[src/rtl/hazard_controller.sv]
// hazard_controller
//   Pipeline hazard and sequencing controller for the 5-stage core.
//   - Forwarding selects for the Execute operands (Memory has priority over Writeback).
//   - Load-use detection between Execute and Decode.
//   - IDLE/BUSY multi-cycle FSM that holds Execute for MC_LATENCY cycles and
//     bubbles Memory while it waits.
//
//   Parameters: MC_LATENCY (1..16) cycles a multi-cycle op occupies Execute,
//               CNT_W width of the multi-cycle down-counter.
//   Inputs : clk, reset (async, active-high), Rs1D/Rs2D, Rs1E/Rs2E, RdE/RdM/RdW,
//            MemReadE, RegWriteM, RegWriteW, PCSrcE, MultiCycleE
//   Outputs: StallF/StallD/StallE, FlushD/FlushE/FlushM,
//            ForwardAE/ForwardBE (00 RF, 01 ResultW, 10 ALUResultM), BusyE
//   Optional: define HAZ_PERF_CNT_EN to add LwStallCnt, McStallCnt, FlushCnt
//             (32-bit wrapping cycle counters of lwStall, mcStall, PCSrcE).
module hazard_controller #(
   parameter int MC_LATENCY = 4,
   parameter int CNT_W      = 4
) (
   input  logic       clk,
   input  logic       reset,
   input  logic [4:0] Rs1D,
   input  logic [4:0] Rs2D,
   input  logic [4:0] Rs1E,
   input  logic [4:0] Rs2E,
   input  logic [4:0] RdE,
   input  logic [4:0] RdM,
   input  logic [4:0] RdW,
   input  logic       MemReadE,
   input  logic       RegWriteM,
   input  logic       RegWriteW,
   input  logic       PCSrcE,
   input  logic       MultiCycleE,
   output logic       StallF,
   output logic       StallD,
   output logic       StallE,
   output logic       FlushD,
   output logic       FlushE,
   output logic       FlushM,
   output logic [1:0] ForwardAE,
   output logic [1:0] ForwardBE,
   output logic       BusyE
`ifdef HAZ_PERF_CNT_EN
   ,
   output logic [31:0] LwStallCnt,
   output logic [31:0] McStallCnt,
   output logic [31:0] FlushCnt
`endif
);

   typedef enum logic {
      IDLE = 1'b0,
      BUSY = 1'b1
   } state_t;

   // With MC_LATENCY==1 the op completes in one cycle and the FSM never leaves IDLE.
   localparam logic             MC_EN    = (MC_LATENCY >= 2);
   localparam int               MC_LOAD  = (MC_LATENCY >= 2) ? (MC_LATENCY - 2) : 0;
   localparam logic [CNT_W-1:0] CNT_LOAD = CNT_W'(MC_LOAD);

   state_t           state;
   logic [CNT_W-1:0] cnt;
   logic             lw_stall;
   logic             mc_stall;

   function automatic logic [1:0] fwd_sel(input logic [4:0] rs);
      logic [1:0] sel;
      sel = 2'b00;
      if (RegWriteM && (RdM != '0) && (RdM == rs))
         sel = 2'b10;
      else if (RegWriteW && (RdW != '0) && (RdW == rs))
         sel = 2'b01;
      return sel;
   endfunction

   always_comb begin
      lw_stall = MemReadE && (RdE != '0) && ((RdE == Rs1D) || (RdE == Rs2D));
      mc_stall = 1'b0;
      case (state)
         IDLE:    mc_stall = MC_EN && MultiCycleE;
         BUSY:    mc_stall = (cnt != '0);   // counter==0 is the release cycle
         default: mc_stall = 1'b0;
      endcase
   end

   // Outputs are forced inactive for as long as reset is held.
   always_comb begin
      StallF    = 1'b0;
      StallD    = 1'b0;
      StallE    = 1'b0;
      FlushD    = 1'b0;
      FlushE    = 1'b0;
      FlushM    = 1'b0;
      ForwardAE = 2'b00;
      ForwardBE = 2'b00;
      BusyE     = 1'b0;
      if (!reset) begin
         StallF    = lw_stall | mc_stall;
         StallD    = lw_stall | mc_stall;
         StallE    = mc_stall;
         FlushD    = PCSrcE;
         // A held Execute must not be cleared, so mcStall masks the load-use bubble.
         FlushE    = PCSrcE | (lw_stall & ~mc_stall);
         FlushM    = mc_stall;
         ForwardAE = fwd_sel(Rs1E);
         ForwardBE = fwd_sel(Rs2E);
         BusyE     = (state == BUSY);
      end
   end

   always_ff @(posedge clk or posedge reset) begin
      if (reset) begin
         state <= IDLE;
         cnt   <= '0;
      end else begin
         case (state)
            IDLE: begin
               if (MC_EN && MultiCycleE) begin
                  state <= BUSY;
                  cnt   <= CNT_LOAD;
               end
            end
            BUSY: begin
               if (cnt != '0)
                  cnt <= cnt - 1'b1;
               else
                  state <= IDLE;
            end
            default: begin
               state <= IDLE;
               cnt   <= '0;
            end
         endcase
      end
   end

`ifdef HAZ_PERF_CNT_EN
   always_ff @(posedge clk or posedge reset) begin
      if (reset) begin
         LwStallCnt <= '0;
         McStallCnt <= '0;
         FlushCnt   <= '0;
      end else begin
         if (lw_stall) LwStallCnt <= LwStallCnt + 32'd1;
         if (mc_stall) McStallCnt <= McStallCnt + 32'd1;
         if (PCSrcE)   FlushCnt   <= FlushCnt + 32'd1;
      end
   end
`endif

endmodule

[config.mk]
export PLATFORM = sky130hd
export DESIGN_NAME = hazard_controller
export DESIGN_NICKNAME = d
export VERILOG_FILES = /design/src/rtl/hazard_controller.sv
export SDC_FILE = /design/constraint.sdc
export NUM_CORES = 1
export LEC_CHECK = 0
export BUFFER_PORTS_ARGS = -buffer_cell sky130_fd_sc_hd__clkbuf_2
export CAP_MARGIN = 5
export CORE_ASPECT_RATIO = 0.9
export CORE_UTILIZATION = 43
export DETAILED_ROUTE_END_ITERATION = 12
export PLACE_DENSITY = 0.9
export SETUP_SLACK_MARGIN = 0.3
export SYNTH_ARGS = -nofsm -noshare
export SYNTH_HDL_FRONTEND = slang
export SYNTH_SLANG_ARGS = --single-unit
[constraint.sdc]
create_clock -name clk -period 5.5 [get_ports clk]
set_clock_uncertainty 0.2 [all_clocks]
set_input_delay 1.1 -clock clk [delete_from_list [all_inputs] [get_ports clk]]
set_output_delay 1.1 -clock clk [all_outputs]
set_load 0.01 [all_outputs]
# Yosys cells after proc, flatten, opt, wreduce, memory -nomap -nowiden

Index checks and enable logic that the tools add are counted.

$add $sub $neg: 1
Multipliers: 0
Divide/modulo/power cells: 0
$lt $le $gt $ge: 0
Eq/ne operators: 8
Shift-type cells: 0
Muxes and demuxes: 18
Bitwise operators: 5
Reductions and logical operators: 14

Operators with widths:

| operator                                                                | count |
|---|---|
| 5-bit == test                                                           | 6 |
| 5-bit nonzero test                                                      | 3 |
| 1-bit two-way mux                                                       | 9 |
| 1-bit logical AND                                                       | 8 |
| 2-bit two-way mux                                                       | 4 |
| 4-bit two-way mux                                                       | 2 |
| 4-bit case mux with 2 select lines                                      | 1 |
| 1-bit case mux with 2 select lines                                      | 2 |
| 4-bit nonzero test                                                      | 1 |
| 4-bit by 1-bit subtractor with 4-bit output, second input constant      | 1 |
| 2-bit by 1-bit inequality test with 1-bit output, second input constant | 1 |
| 2-bit inequality test, second input constant                            | 1 |
| 1-bit NOT                                                               | 2 |
| 1-bit bitwise OR                                                        | 2 |
| 2-bit AND reduction                                                     | 1 |
| 1-bit AND                                                               | 1 |
| 1-bit logical OR                                                        | 1 |

Register bits after elaboration: 5
Latch bits: 0
Bits in writable memories: 0
Bits in read-only memories: 0
Input bits: 42
Output and inout bits: 11
Logic and storage cells: 48
Memories kept: 0

# Depth between registers and ports, before layout

Depth in word-level cells: 6
Depth in mapped cells: 6
Depth with buffers taken out: 6

# Least setup slack after synthesis

Ideal clock, no wire load.

Path kind: input port to output port
Start point: in RdM[1]
End point: out ForwardAE[0]
Arrival: 2.248 ns
Required time: 4.200 ns
Path slack: 1.952 ns
Stages on the path: 4
Buffers on the path: 0
Cells stage by stage: or4_1 > o21ai_2 > nor3_1 > nor4_2

Cells in the longest elaborated chain, start to end: 5
Elaborated cells between the ends (all ways): 6
Classes of those cells: eq/ne (1); mux (2); reduce/logical (3)

RTL lines:

| item                | line | text |
|---|---|---|
| start, declared     | 27   | `input logic [4:0] RdM,` |
| 5-bit nonzero test  | 69   | `if (RegWriteM && (RdM != '0) && (RdM == rs))` |
| 1-bit logical AND   | 69   |  |
| 1-bit logical AND * | 69   |  |
| 2-bit two-way mux * | 69   |  |
| 2-bit two-way mux * | 97   | `if (!reset) begin` |
| end, declared       | 40   | `output logic [1:0] ForwardAE,` |

Mark *: on every way between the ends. The rest lies on a longest branch, timed or not.

# Final worst setup path

Ends and elaborated chain as after synthesis.

==> reports/qor.yml <==
wire_per_inst_um: 12.56
syn-cell-area_sq_um: 724.4
synth_edf_count: 0
fmax_mhz: 260.3
switchingPower_mw: 0.1107
final_antenna_net_count: 0
antenna_found_initial: 0
setup_ws_ns: 1.659
required_ns: 4.20
critPathBufInv: 2
yosysUniqueCellTypes: 24
cts_resized: 0
cp_top_family: "simple AND/OR/NAND/NOR gates"
max_slew.worst_pin.slew_ns: 0.2794
status: "finished, final reports clean"
grt_pass1_vias: 859
rsz0062_at_grt: "no"
cp_slowest_cell: "or4_1"
synth_cells: 91
synth.top_cell.area_share: 0.2418
wl_mm: 2.098
synth_seq_area_share: 0.1727
min_period_over_period: 0.6984
diodes: 0
fp.dieW_um: 45.27
critical_path_class: "input port to output port"
dp_hpwl_mm: 1.913
synthArstFlopShare: 1.000
area_growth_pct: 41.28
vias: 867
rows: 13
cts.clk_slew.worst_paths_ns: 0.04
ys.flop_type: "dfrtp_1"
cp.arrival_ns: 2.54
fin_nets: 190
dp_cells: 163
start_util: 0.4789
yosys_warnings: 0
fin_util: 0.6766
regArea_sq_um: 125.1
design.core.area_sq_um: 1513
cts-root-buf: "clkbuf_4"
grt_max_degree: 9
first_pass_iters: 4
clock_latency_ns: 0.24
clkPwrFrac: 0.157
die-area_sq_um: 1853
crit_chain: "clkbuf_2, or4_1, o21ai_2, nor3_1, nor4_2, clkbuf_2"
slew_viol_final: 0
cpPeakStageDelay_ns: 0.53
netlist_top_cells_count: "20 x xor2_1, 10 x xnor2_1, 7 x nor2_1, 6 x nand2_1"
ctsHoldBuffers: 0
drv_cap: 0
die_height_um: 40.94
grt_pass1_wl_mm: 3.215
p_sw_frac: 0.4271
syn-mean-instance-area_sq_um: 7.961
overflow: 0
cts_tree: "yes"
setup_tns_ns: 0
drive_gt1_frac: 0.4069
finalSetupViolCount: 0
synth_seq_cells: 5
slew_headroom: 0.8120
critPathLaunchType: "input port"
worstPathMaxFanout: 4
fin_cells: 167
crit_top_cell: "clkbuf_2"
min_period_ns: 3.841
power_frac_comb: 0.555
htreeDepth: 1
portBuffers: 52
finalHoldViolations: 0
hold_path_class: "flop to flop"
worstSetupEndpointType: "output port"
via_per_inst: 5.192
synth.largest_area_cell: "xor2_1"
drt-initial-drc-count: 11
power.density_nw_per_um2: 253.2
synthTopCellsByArea: "xor2_1 24%, dfrtp_1 17%, xnor2_1 12%"
place_congestion: 0.7828
finalPower_mw: 0.2592
nFillCells: 136
pwr-share-seq: 0.288
pre_cts_slack_ns: 1.648
multiInputGateArea_sq_um: 569.3
cts_setup_buffers: 0
drc: 0
yosys.cell_count.top_type: "xor2_1"
max-vdd-ir-drop_mv: 0.1353
cts.sinks: 5
track_usage: 0.2565
p_leak_nw: 0.5020
cts_buffers: 3
syn_nets: 135
clockBufferDepth: 2
power.internal_mw: 0.1485
pin_count: 53
[kinds of logic (layout without fill, tap and decap cells)]
family	after synthesis	in the layout	share of synthesized area
simple gates	35	35	0.2694
flops	5	5	0.1727
xor+xnor	30	30	0.3627
fa+ha+maj	2	2	0.03454
compound gates	13	13	0.1192
buf+inv	6	60	0.04144
[stage by stage]
step | hold WS [ns] | cell area, sq um
final | 0.3449 | 1023
after global routing | 0.3777 | 1023
after CTS | 0.3553 | 1023
after detailed placement | 0.3490 | 997.2
after global placement | 0.3300 | 997.2
after floorplan | 0.2876 | 724.4
[path summary, 6_finish.rpt]
path	from	to	slack (ns)	cells after the start
worst max-delay path	RdM[1]	ForwardAE[0]	1.66	6
worst min-delay path	cnt[3]$_DFFE_PP0P_	cnt[3]$_DFFE_PP0P_	0.34	2
worst max register to register	cnt[0]$_DFFE_PP0P_	cnt[2]$_DFFE_PP0P_	3.88	6
worst min register to register	cnt[3]$_DFFE_PP0P_	cnt[3]$_DFFE_PP0P_	0.34	2
max in group asynchronous	reset	cnt[2]$_DFFE_PP0P_	4.24	2
min in group asynchronous	reset	state$_DFF_PP0_	0.67	2
[power groups by stage]
stage,Sequential [mW],Clock [mW],Combinational (mW)
detailed placement,0.0746,0,0.145
global placement,0.0729,0,0.138
CTS,0.0739,0.0430,0.145
global route,0.0763,0.0448,0.160
floorplan,0.0691,0,0.0980
finish,0.0746,0.0408,0.144
[state kept, by name, indices dropped and copies added (netlist names)]
| name | count |
|---|---|
| state | 1 |
| cnt | 4 |
[cell type report]
cell class | count | area share
Timing Repair Buffer | 52 | 0.2543
Tap cell | 22 | 0.02689
Multi-Input combinational cell | 80 | 0.5562
Sequential cell | 5 | 0.1222
Inverter | 4 | 0.01467
Clock buffer | 4 | 0.02567
[tightest hold or removal path, stage by stage (launching register included)]
cell     delay, ns
dfrtp_1       0.35
o21ai_0       0.08
o21ai_0       0.08
[layout by cell type, fill, tap and decap left out, types with 5 or more instances in the layout]
cell type	count
nor3_1	5
clkbuf_2	52
xor2_1	20
dfrtp_1	5
nand2_1	6
nor2_1	7
xnor2_1	10
or4_1	5
o21ai_0	5
[per-layer routing]
| layer | GRT usage | up-vias | share of wire |
|---|---|---|---|
| met1 | 0.2263 | 399 | 0.37 |
| met5 | 0 | - | 0 |
| met2 | 0.5290 | 35 | 0.55 |
| li1 | - | 427 | - |
| met3 | 0.06608 | 6 | 0.049 |
| met4 | 0.1591 | 0 | 0.024 |
No activity file was read; power rests on OpenSTA's default activity.
